[src/rtl/alu_pkg.sv]
// Shared constants and helpers for the RV32 ALU operand decoder:
// opcode, funct3 and funct7 encodings, register index width, and opcode classification.
package alu_pkg;

  localparam int REG_IDX_W = 5;
  localparam int NUM_REGS  = 32;

  localparam logic [6:0] OP_R = 7'b0110011;
  localparam logic [6:0] OP_I = 7'b0010011;

  localparam logic [2:0] F3_ADD_SUB = 3'b000;
  localparam logic [2:0] F3_SLL     = 3'b001;
  localparam logic [2:0] F3_SLT     = 3'b010;
  localparam logic [2:0] F3_SLTU    = 3'b011;
  localparam logic [2:0] F3_XOR     = 3'b100;
  localparam logic [2:0] F3_SRL_SRA = 3'b101;
  localparam logic [2:0] F3_OR      = 3'b110;
  localparam logic [2:0] F3_AND     = 3'b111;

  localparam logic [6:0] F7_BASE = 7'b0000000;
  localparam logic [6:0] F7_ALT  = 7'b0100000;

  typedef enum logic [1:0] {
    CLS_R       = 2'd0,
    CLS_I       = 2'd1,
    CLS_ILLEGAL = 2'd2
  } op_class_e;

  function automatic op_class_e classify(input logic [6:0] opcode);
    op_class_e cls;
    case (opcode)
      OP_R:    cls = CLS_R;
      OP_I:    cls = CLS_I;
      default: cls = CLS_ILLEGAL;
    endcase
    return cls;
  endfunction

endpackage

[src/rtl/alu_decode_if.sv]
// Handshake, write-back and decoded-field bundle between the instruction source,
// the decoder (slave) and its consumer; the master side drives instructions and write-backs.
interface alu_decode_if #(parameter int WIDTH = 32);

  logic [31:0]              iInstr;
  logic                     iInstrValid;
  logic                     oInstrReady;
  logic                     iWbEn;
  logic [4:0]               iWbAddr;
  logic [WIDTH-1:0]         iWbData;
  logic signed [WIDTH-1:0]  oRS1;
  logic signed [WIDTH-1:0]  oRS2;
  logic [11:0]              oImm;
  logic [4:0]               oShamt;
  logic [4:0]               oRdAddr;
  logic [6:0]               oOpcode;
  logic [2:0]               oFunct3;
  logic [6:0]               oFunct7;
  logic                     oValid;
  logic                     iReady;
  logic                     oIllegal;

  modport slave (
    input  iInstr, iInstrValid, iWbEn, iWbAddr, iWbData, iReady,
    output oInstrReady, oRS1, oRS2, oImm, oShamt, oRdAddr,
           oOpcode, oFunct3, oFunct7, oValid, oIllegal
  );

  modport master (
    output iInstr, iInstrValid, iWbEn, iWbAddr, iWbData, iReady,
    input  oInstrReady, oRS1, oRS2, oImm, oShamt, oRdAddr,
           oOpcode, oFunct3, oFunct7, oValid, oIllegal
  );

endinterface

[src/rtl/alu_regfile.sv]
// 32-entry register file: two asynchronous read ports, one synchronous write port.
// Index 0 reads as zero and ignores writes.
module alu_regfile
  import alu_pkg::*;
#(
  parameter int WIDTH = 32
) (
  input  logic                 iClk,
  input  logic                 iRstN,
  input  logic                 iWe,
  input  logic [REG_IDX_W-1:0] iWAddr,
  input  logic [WIDTH-1:0]     iWData,
  input  logic [REG_IDX_W-1:0] iRAddr1,
  input  logic [REG_IDX_W-1:0] iRAddr2,
  output logic [WIDTH-1:0]     oRData1,
  output logic [WIDTH-1:0]     oRData2
);

  logic [WIDTH-1:0] r_regs [NUM_REGS];
  logic             w_wr_ok;

  assign w_wr_ok = iWe && (iWAddr != {REG_IDX_W{1'b0}});

  // Register storage with asynchronous clear
  always_ff @(posedge iClk or negedge iRstN) begin
    if (!iRstN) begin
      for (int i = 0; i < NUM_REGS; i++) begin
        r_regs[i] <= {WIDTH{1'b0}};
      end
    end else if (w_wr_ok) begin
      r_regs[iWAddr] <= iWData;
    end
  end

  assign oRData1 = (iRAddr1 == {REG_IDX_W{1'b0}}) ? {WIDTH{1'b0}} : r_regs[iRAddr1];
  assign oRData2 = (iRAddr2 == {REG_IDX_W{1'b0}}) ? {WIDTH{1'b0}} : r_regs[iRAddr2];

endmodule

[src/rtl/alu_decode.sv]
// RV32 R/I-type decoder with operand fetch and a one-entry output register.
// Optional macro DECODE_BYPASS_EN forwards same-cycle write-back data to source operands.
module alu_decode
  import alu_pkg::*;
#(
  parameter int WIDTH = 32
) (
  input  logic         iClk,
  input  logic         iRstN,
  alu_decode_if.slave  bus
);

  logic                 w_instr_ready;
  logic                 w_accept;
  logic [REG_IDX_W-1:0] w_rs1_idx;
  logic [REG_IDX_W-1:0] w_rs2_idx;
  logic [WIDTH-1:0]     w_rf_rs1;
  logic [WIDTH-1:0]     w_rf_rs2;
  logic [WIDTH-1:0]     w_op1;
  logic [WIDTH-1:0]     w_op2;
  op_class_e            w_cls;
  logic [WIDTH-1:0]     w_nxt_rs1;
  logic [WIDTH-1:0]     w_nxt_rs2;
  logic [11:0]          w_nxt_imm;
  logic                 w_nxt_illegal;

  logic                 r_valid;
  logic                 r_illegal;
  logic [WIDTH-1:0]     r_rs1;
  logic [WIDTH-1:0]     r_rs2;
  logic [11:0]          r_imm;
  logic [4:0]           r_shamt;
  logic [4:0]           r_rd;
  logic [6:0]           r_opcode;
  logic [2:0]           r_funct3;
  logic [6:0]           r_funct7;

  assign w_instr_ready = !r_valid || bus.iReady;
  assign w_accept      = bus.iInstrValid && w_instr_ready;
  assign w_rs1_idx     = bus.iInstr[19:15];
  assign w_rs2_idx     = bus.iInstr[24:20];

  alu_regfile #(.WIDTH(WIDTH)) u_regfile (
    .iClk    (iClk),
    .iRstN   (iRstN),
    .iWe     (bus.iWbEn),
    .iWAddr  (bus.iWbAddr),
    .iWData  (bus.iWbData),
    .iRAddr1 (w_rs1_idx),
    .iRAddr2 (w_rs2_idx),
    .oRData1 (w_rf_rs1),
    .oRData2 (w_rf_rs2)
  );

`ifdef DECODE_BYPASS_EN
  logic w_wb_live;
  assign w_wb_live = bus.iWbEn && (bus.iWbAddr != {REG_IDX_W{1'b0}});
  assign w_op1 = (w_wb_live && (bus.iWbAddr == w_rs1_idx)) ? bus.iWbData : w_rf_rs1;
  assign w_op2 = (w_wb_live && (bus.iWbAddr == w_rs2_idx)) ? bus.iWbData : w_rf_rs2;
`else
  // Without forwarding, a same-cycle write-back is seen only by later instructions
  assign w_op1 = w_rf_rs1;
  assign w_op2 = w_rf_rs2;
`endif

  assign w_cls = classify(bus.iInstr[6:0]);

  // Operand and immediate selection by instruction class
  always_comb begin
    w_nxt_rs1     = {WIDTH{1'b0}};
    w_nxt_rs2     = {WIDTH{1'b0}};
    w_nxt_imm     = 12'h000;
    w_nxt_illegal = 1'b0;
    case (w_cls)
      CLS_R: begin
        w_nxt_rs1 = w_op1;
        w_nxt_rs2 = w_op2;
      end
      CLS_I: begin
        w_nxt_rs1 = w_op1;
        w_nxt_imm = bus.iInstr[31:20];
      end
      default: begin
        w_nxt_illegal = 1'b1;
      end
    endcase
  end

  // One-entry output register: load on acceptance, drop when consumed, hold while stalled
  always_ff @(posedge iClk or negedge iRstN) begin
    if (!iRstN) begin
      r_valid   <= 1'b0;
      r_illegal <= 1'b0;
      r_rs1     <= {WIDTH{1'b0}};
      r_rs2     <= {WIDTH{1'b0}};
      r_imm     <= 12'h000;
      r_shamt   <= 5'd0;
      r_rd      <= 5'd0;
      r_opcode  <= 7'd0;
      r_funct3  <= 3'd0;
      r_funct7  <= 7'd0;
    end else if (w_accept) begin
      r_valid   <= 1'b1;
      r_illegal <= w_nxt_illegal;
      r_rs1     <= w_nxt_rs1;
      r_rs2     <= w_nxt_rs2;
      r_imm     <= w_nxt_imm;
      r_shamt   <= bus.iInstr[24:20];
      r_rd      <= bus.iInstr[11:7];
      r_opcode  <= bus.iInstr[6:0];
      r_funct3  <= bus.iInstr[14:12];
      r_funct7  <= bus.iInstr[31:25];
    end else if (bus.iReady) begin
      r_valid   <= 1'b0;
    end
  end

  assign bus.oInstrReady = w_instr_ready;
  assign bus.oValid      = r_valid;
  assign bus.oIllegal    = r_illegal;
  assign bus.oRS1        = $signed(r_rs1);
  assign bus.oRS2        = $signed(r_rs2);
  assign bus.oImm        = r_imm;
  assign bus.oShamt      = r_shamt;
  assign bus.oRdAddr     = r_rd;
  assign bus.oOpcode     = r_opcode;
  assign bus.oFunct3     = r_funct3;
  assign bus.oFunct7     = r_funct7;

endmodule
[src/flat_wrapper.sv]
// flat-port wrapper written by rule: the top's interface ports become plain ports
module alu_decode_flat import alu_pkg::*;
#(
  parameter int WIDTH = 32
)
  (iClk, iRstN, bus_iInstr, bus_iInstrValid, bus_iWbEn, bus_iWbAddr, bus_iWbData, bus_iReady, bus_oInstrReady, bus_oRS1, bus_oRS2, bus_oImm, bus_oShamt, bus_oRdAddr, bus_oOpcode, bus_oFunct3, bus_oFunct7, bus_oValid, bus_oIllegal);
  alu_decode_if #(.WIDTH(WIDTH)) bus_i ();
  input  logic iClk;
  input  logic iRstN;
  input wire logic [$bits(bus_i.iInstr)-1:0] bus_iInstr;
  input wire logic [$bits(bus_i.iInstrValid)-1:0] bus_iInstrValid;
  input wire logic [$bits(bus_i.iWbEn)-1:0] bus_iWbEn;
  input wire logic [$bits(bus_i.iWbAddr)-1:0] bus_iWbAddr;
  input wire logic [$bits(bus_i.iWbData)-1:0] bus_iWbData;
  input wire logic [$bits(bus_i.iReady)-1:0] bus_iReady;
  output wire logic [$bits(bus_i.oInstrReady)-1:0] bus_oInstrReady;
  output wire logic [$bits(bus_i.oRS1)-1:0] bus_oRS1;
  output wire logic [$bits(bus_i.oRS2)-1:0] bus_oRS2;
  output wire logic [$bits(bus_i.oImm)-1:0] bus_oImm;
  output wire logic [$bits(bus_i.oShamt)-1:0] bus_oShamt;
  output wire logic [$bits(bus_i.oRdAddr)-1:0] bus_oRdAddr;
  output wire logic [$bits(bus_i.oOpcode)-1:0] bus_oOpcode;
  output wire logic [$bits(bus_i.oFunct3)-1:0] bus_oFunct3;
  output wire logic [$bits(bus_i.oFunct7)-1:0] bus_oFunct7;
  output wire logic [$bits(bus_i.oValid)-1:0] bus_oValid;
  output wire logic [$bits(bus_i.oIllegal)-1:0] bus_oIllegal;
  assign bus_i.iInstr = bus_iInstr;
  assign bus_i.iInstrValid = bus_iInstrValid;
  assign bus_i.iWbEn = bus_iWbEn;
  assign bus_i.iWbAddr = bus_iWbAddr;
  assign bus_i.iWbData = bus_iWbData;
  assign bus_i.iReady = bus_iReady;
  assign bus_oInstrReady = bus_i.oInstrReady;
  assign bus_oRS1 = bus_i.oRS1;
  assign bus_oRS2 = bus_i.oRS2;
  assign bus_oImm = bus_i.oImm;
  assign bus_oShamt = bus_i.oShamt;
  assign bus_oRdAddr = bus_i.oRdAddr;
  assign bus_oOpcode = bus_i.oOpcode;
  assign bus_oFunct3 = bus_i.oFunct3;
  assign bus_oFunct7 = bus_i.oFunct7;
  assign bus_oValid = bus_i.oValid;
  assign bus_oIllegal = bus_i.oIllegal;
  alu_decode #(.WIDTH(WIDTH)) u_core (.iClk(iClk), .iRstN(iRstN), .bus(bus_i));
endmodule
[config.mk]
export PLATFORM = sky130hd
export DESIGN_NAME = alu_decode_flat
export DESIGN_NICKNAME = d
export VERILOG_FILES = /design/src/rtl/alu_pkg.sv /design/src/rtl/alu_decode_if.sv /design/src/rtl/alu_regfile.sv /design/src/rtl/alu_decode.sv /design/src/flat_wrapper.sv
export SDC_FILE = /design/constraint.sdc
export NUM_CORES = 2
export LEC_CHECK = 0
export BUFFER_PORTS_ARGS = -buffer_cell sky130_fd_sc_hd__clkbuf_2
export CAP_MARGIN = 5
export CORE_MARGIN = 2
export CORE_UTILIZATION = 45
export DETAILED_ROUTE_END_ITERATION = 16
export PLACE_DENSITY = 0.67
export SLEW_MARGIN = 15
export SYNTH_ARGS = -nofsm -noshare
export SYNTH_HDL_FRONTEND = slang
export SYNTH_SLANG_ARGS = --single-unit
[constraint.sdc]
create_clock -name iClk -period 5.75 [get_ports iClk]
set_clock_uncertainty 0.1 [all_clocks]
set_input_delay 0.575 -clock iClk [delete_from_list [all_inputs] [get_ports iClk]]
set_output_delay 0.575 -clock iClk [all_outputs]
set_load 0.03 [all_outputs]
== After elaboration in Yosys (flattened, before gate mapping) ==
Cells that the tools add are included.
Word-level totals
  word-level logic and storage cells: 81
  memory bits (read-only): 0
  register bits: 1129
  bits in writable memories: 0
  output and inout bits: 106
  bits in latches: 0
  memories kept: 0
  input port bits: 74
Cells by class
  bitwise operators: 3
  multiplexer cells: 18
  reductions and logical operators: 11
  equality and inequality tests: 3
  add/subtract/negate cells: 0
  divide/modulo/power cells: 0
  $lt $le $gt $ge: 4
  multipliers: 0
  shift operators: 0
Operators with widths (number)
  $bwmux 1024: 1
  $bmux 32 s5: 2
  $mux 32: 9
  $demux 32 s5: 1
  $ge 6x6->1 const B: 3
  $not 5->6: 3
  $mux 12: 1
  $logic_not 5->1: 2
  $eq 7x5->1 const B: 1
  $eq 7x6->1 const B: 1
  $lt 6x1->1 const B: 1
  $reduce_bool 5->1: 1
  $pmux 2 s2: 1
  $logic_and 1x1->1: 3
  $mux 1: 3
  $eq 2x1->1 const B: 1
  $logic_not 2->1: 1
  $reduce_bool 2->1: 1
  $reduce_or 2->1: 1
  $logic_not 1->1: 1
  $logic_or 1x1->1: 1

== Depth between registers and ports, before layout ==
  depth in word-level cells: 6
  depth in mapped cells: 10
  mapped depth without buffers: 5

== By module ==
From an unflattened synthesis, not the netlist that was laid out.
Unflattened totals
  cells, all modules: 3949
  area, all modules: 58966.6 um^2
By module, submodules not included
  alu_regfile: cells each 3621, seq. area each 25624.6 um^2, area an instance 54369.6 um^2, times used 1
  alu_decode: cells each 328, seq. area each 2627.5 um^2, area an instance 4596.9 um^2, times used 1

== Least setup slack after synthesis ==
OpenSTA, ideal clock, no wires.
  path kind: input to register
  start: input bus_iInstr[16]
  end: register u_core.r_rs1[11], in the netlist u_core.bus.oRS1[11]
  slack: 3.309 ns
  stages: 7
  required time: 5.528 ns
  setup time: 0.122 ns
  buffers on the path: 4
  data arrival time: 2.219 ns
  cells stage by stage: buf_4 buf_6 buf_2 buf_2 mux4_2 a211o_1 a32o_1
Between the ends
  cells in the longest elaborated chain, start to end: 6
  elaborated cells between the ends (all ways): 7
  those cells by class: mux (5); bitwise (1); reduce/logical (1)
Ends and longest elaborated chain
  from (decl): RTL line flat_wrapper.sv:10  | input wire logic [$bits(bus_i.iInstr)-1:0] bus_iInstr;
  $not 5->6 (implied by the code): RTL line alu_regfile.sv:35  | assign oRData1 = (iRAddr1 == {REG_IDX_W{1'b0}}) ? {WIDTH{1'b0}} : r_regs[iRAddr1];
  $bmux 32 s5: RTL line alu_regfile.sv:35
  $mux 32 (implied by the code) (2 in a row): RTL line alu_regfile.sv:35
  $mux 32 (*): RTL line alu_regfile.sv:35
  $mux 32 (*): RTL line alu_decode.sv:74  | case (w_cls)
  to (signal assigned): RTL line alu_decode.sv:94  | r_rs1 <= {WIDTH{1'b0}};
  to (signal assigned): RTL line alu_decode.sv:105  | r_rs1 <= w_nxt_rs1;
  to (decl): RTL line alu_decode.sv:29  | logic [WIDTH-1:0] r_rs1;
Every way passes the cells marked *; elsewhere a longest branch is shown, timed or not. The select of a mux whose other input is x is not followed.
A chain may end at the register's enable or synchronous reset.

== Worst setup path in the final report ==
  start: input bus_iInstr[3]
  end: register u_core.r_rs2[7], in the netlist u_core.bus.oRS2[7]
Between the ends
  cells in the longest elaborated chain, start to end: 4
  elaborated cells between the ends (all ways): 5
  those cells by class: eq/ne (2); mux (2); reduce/logical (1)
Ends and longest elaborated chain
  $eq 7x5->1 / $eq 7x6->1 (equally long branches): RTL line alu_pkg.sv:31  | case (opcode)
  $pmux 2 s2 (*): RTL line alu_pkg.sv:31
  $logic_not 2->1 (*): RTL line alu_decode.sv:74
  $mux 32 (*): RTL line alu_decode.sv:74
  to (signal assigned): RTL line alu_decode.sv:95  | r_rs2 <= {WIDTH{1'b0}};
  to (signal assigned): RTL line alu_decode.sv:106  | r_rs2 <= w_nxt_rs2;
  to (decl): RTL line alu_decode.sv:30  | logic [WIDTH-1:0] r_rs2;
Every way passes the cells marked *; elsewhere a longest branch is shown, timed or not.

==> impl_metrics.yaml <==
drt:
  drcViolationCount: 0
  first_pass_iters: 5
  wl_per_cell_um: 32.1
  drt_iter0_drc: 3925
  routed_wl_um: 180000
  vias_per_cell: 6.60
  antenna_left: 0
  vias: 37000
logic_synthesis:
  synth.most_common_cell: "dfrtp_1"
  synth_ff_type: "dfrtp_1"
  ys_seq_area_share_pct: 48.8
  ys_ff_latch: 1129
  ys_warn_count: 0
  async_flop_share_pct: 100
  synth_top_area_share_pct: 48.8
  synth_edf_count: 0
  synth_common_cells: "dfrtp_1 (1129), mux2_2 (1023), mux4_2 (457)"
  synthTopCellsByArea: "dfrtp_1 (49%), mux2_2 (20%), mux4_2 (18%)"
  postSynthCellCount: 3874
  syn_nets: 3948
  netlist_area_mm2: 0.0579
  synth_top_area_cell: "dfrtp_1"
  syn_area_per_cell_um2: 14.9
  synth_cell_types: 50
grt:
  track_usage_pct: 27.5
  grt_overflow: 0
  grt_pass1_wl_um: 264000
  grt_pass1_vias: 37400
  grt_max_degree: 167
  antenna_found_initial: 8
critical_path:
  path_cells: "dlygate4sd3_1, clkbuf_2, nor4b_1, and3_1, and4b_2, buf_4, a22oi_1, nand2_1"
  critical_path_class: "in -> reg"
  end_kind: "flop"
  worstPathRequired_ns: 6.31
  cp_num_buf_inv: 3
  cp_max_fo: 21
  critPathTopFamily: "simple AND/OR/NAND/NOR gates"
  slowest_delay_ns: 1.15
  critPathArrivalTime_ns: 3.83
  cpMaxStageDelayCell: "and4b_2"
  worstSetupStartpointType: "primary input"
worst_hold_path:
  hp-class: "in -> reg"
clocking:
  post_cts_resized: 0
  cts_buffer_depth: 3
  clock-sinks: 1129
  post_cts_buffers: 0
  clk_latency_ns: 0.75
  cts.clk_slew.worst_paths_ns: 0.06
  root_buffer: "clkbuf_16"
  cts_buffers: 115
  cts_tree: "built"
  htree_levels: 3
timing:
  rsz0062_at_grt: "no"
  setup_tns_ns: 0
  min_period_ns: 3.27
  setup_ws_ns: 2.48
  setup_violations: 0
  fin_crit_sh_pct: 56.9
  worst_slew_pin_slew_ns: 1.34
  hold_ws_ns: 0.0610
  slew_violations: 0
  max_clock_freq_mhz: 306
  hold_violations: 0
  relSlewSlack_pct: 10.6
placement:
  place_ws_ns: 2.09
  place_inst: 5372
  dp_hpwl_um: 102000
  placed_area_mm2: 0.0599
  gp_congestion: 0.799
  portBuffers: 179
cells_and_area:
  syn_to_final_growth_pct: 11.1
  seq_area_mm2: 0.0283
  layout-drive-gt1-share_pct: 50.6
  instances_no_fill: 5613
  fill_cells: 10700
  design_area_mm2: 0.0643
  multi_input_area_mm2: 0.0278
  fin_nets: 3924
power_and_ir_drop:
  p_per_area_mw_per_mm2: 350
  p_leak_nw: 28.3
  ir_drop_mv: 0.241
floorplan:
  dieWidth_um: 363
  initial_core_util_pct: 45.4
  num_rows: 131
  fp.dieArea_mm2: 0.131
  die_h_um: 363
  core_mm2: 0.128
  io_pins: 180
job:
  cap_violations: 0
outcome:
  status: "complete, no violations"
## flip-flops by register name, summed over array words and instances, names as in the netlist
register	count
u_core.bus.oFunct3	3
u_core.bus.oFunct7	7
u_core.bus.oIllegal	1
u_core.bus.oImm	12
u_core.bus.oOpcode	7
u_core.bus.oRS1	32
u_core.bus.oRS2	32
u_core.bus.oRdAddr	5
u_core.bus.oShamt	5
u_core.bus.oValid	1
u_core.u_regfile.r_regs	1024
## layer usage
metal | GRT usage, % | vias up | routed length [um]
met5 | 0 | - | 45
met4 | 8.82 | 8 | 5810
met3 | 6.06 | 326 | 15300
met2 | 42.5 | 1617 | 83300
met1 | 38.7 | 20200 | 75600
li1 | - | 14900 | -
## per-stage QoR
stage | power [mW] | utilization, %
after floorplan | 13.4 | -
after global placement | 14.4 | 47.0
after detailed placement | 14.6 | 47.0
after CTS | 22.6 | 50.4
after global routing | 23.4 | 50.4
final | 22.5 | 50.4
## power breakdown
group          total, mW  internal (mW)  leakage, nW  switching, mW
logic               4.12           2.48         11.8           1.65
registers           10.4           9.34         14.5           1.02
clock network       8.02           4.70         2.02           3.32
## path summary, 6_finish.rpt
kind,depth (start not counted),endpoint,from,slack [ns]
worst max-delay path,8,u_core.bus.oRS2[7],bus_iInstr[3],2.48
worst min-delay path,3,u_core.bus.oOpcode[5],bus_iInstr[5],0.06
worst max register to register,6,u_core.bus.oRS2[7],u_core.bus.oValid,2.97
worst min register to register,0,u_core.u_regfile.r_regs[1017],u_core.u_regfile.r_regs[1017],0.29
max in group asynchronous,3,u_core.u_regfile.r_regs[148],iRstN,3.75
min in group asynchronous,2,u_core.u_regfile.r_regs[218],iRstN,0.39
## worst register-to-register path, stage by stage (launching register included)
cell and delay [ns]:
dfrtp_1 0.38, nand2b_1 0.22, nand3_1 0.18, and4b_2 1.14, buf_4 0.46, a22oi_1 0.13, nand2_1 0.09
## logic make-up after synthesis
family / count (synthesis) / share of synthesized area [%]
multiplexers: 1642 / 40.5
AND/OR/NAND/NOR: 324 / 2.45
flip-flops: 1129 / 48.8
AO/OA/AOI/OAI: 349 / 4.70
buffers and inverters: 430 / 3.51
## timing repair
action / in CTS / in global routing
endpoints found under the setup margin: 0 / 0
endpoints found under the hold margin: 114 / 0
hold buffers: 23 / 0
## cell usage in the layout, fill, tap and decap left out, types with 5 or more instances in the layout
master and instances:
dlygate4sd3_1 23, dfrtp_1 1129, o31ai_1 7, nand2b_1 5
clkinv_2 24, nor2b_4 5, buf_12 15, nor2_1 14
a32o_1 11, o221ai_1 47, nand2_1 202, nand2_2 8
bufinv_16 11, mux4_2 457, clkbuf_16 117, nor3_1 7
mux2i_1 162, clkbuf_8 38, nand2_4 8, o21ai_0 20
a211o_1 11, a221oi_1 9, buf_4 73, nand3b_1 5
a211oi_1 13, a221o_1 13, mux2_2 1023, clkbuf_2 170
a2111oi_0 22, a21oi_1 37, clkbuf_1 13, clkinvlp_4 6
buf_8 5, a22o_1 34, o22ai_1 14, a22oi_1 101
nor3b_1 6, nor2b_1 23, nor2_4 17
## cell type report
| class | count | area share (%) |
|---|---|---|
| diodes | 2 | 0.00779 |
| clock buffers | 168 | 5.45 |
| clock inverters | 48 | 0.890 |
| inverters | 3 | 0.0175 |
| multi-input cells | 2315 | 43.3 |
| flip-flops and latches | 1129 | 44.0 |
| well taps | 1662 | 3.24 |
| repair buffers | 286 | 3.12 |
Power figures use the tool's default switching activity.
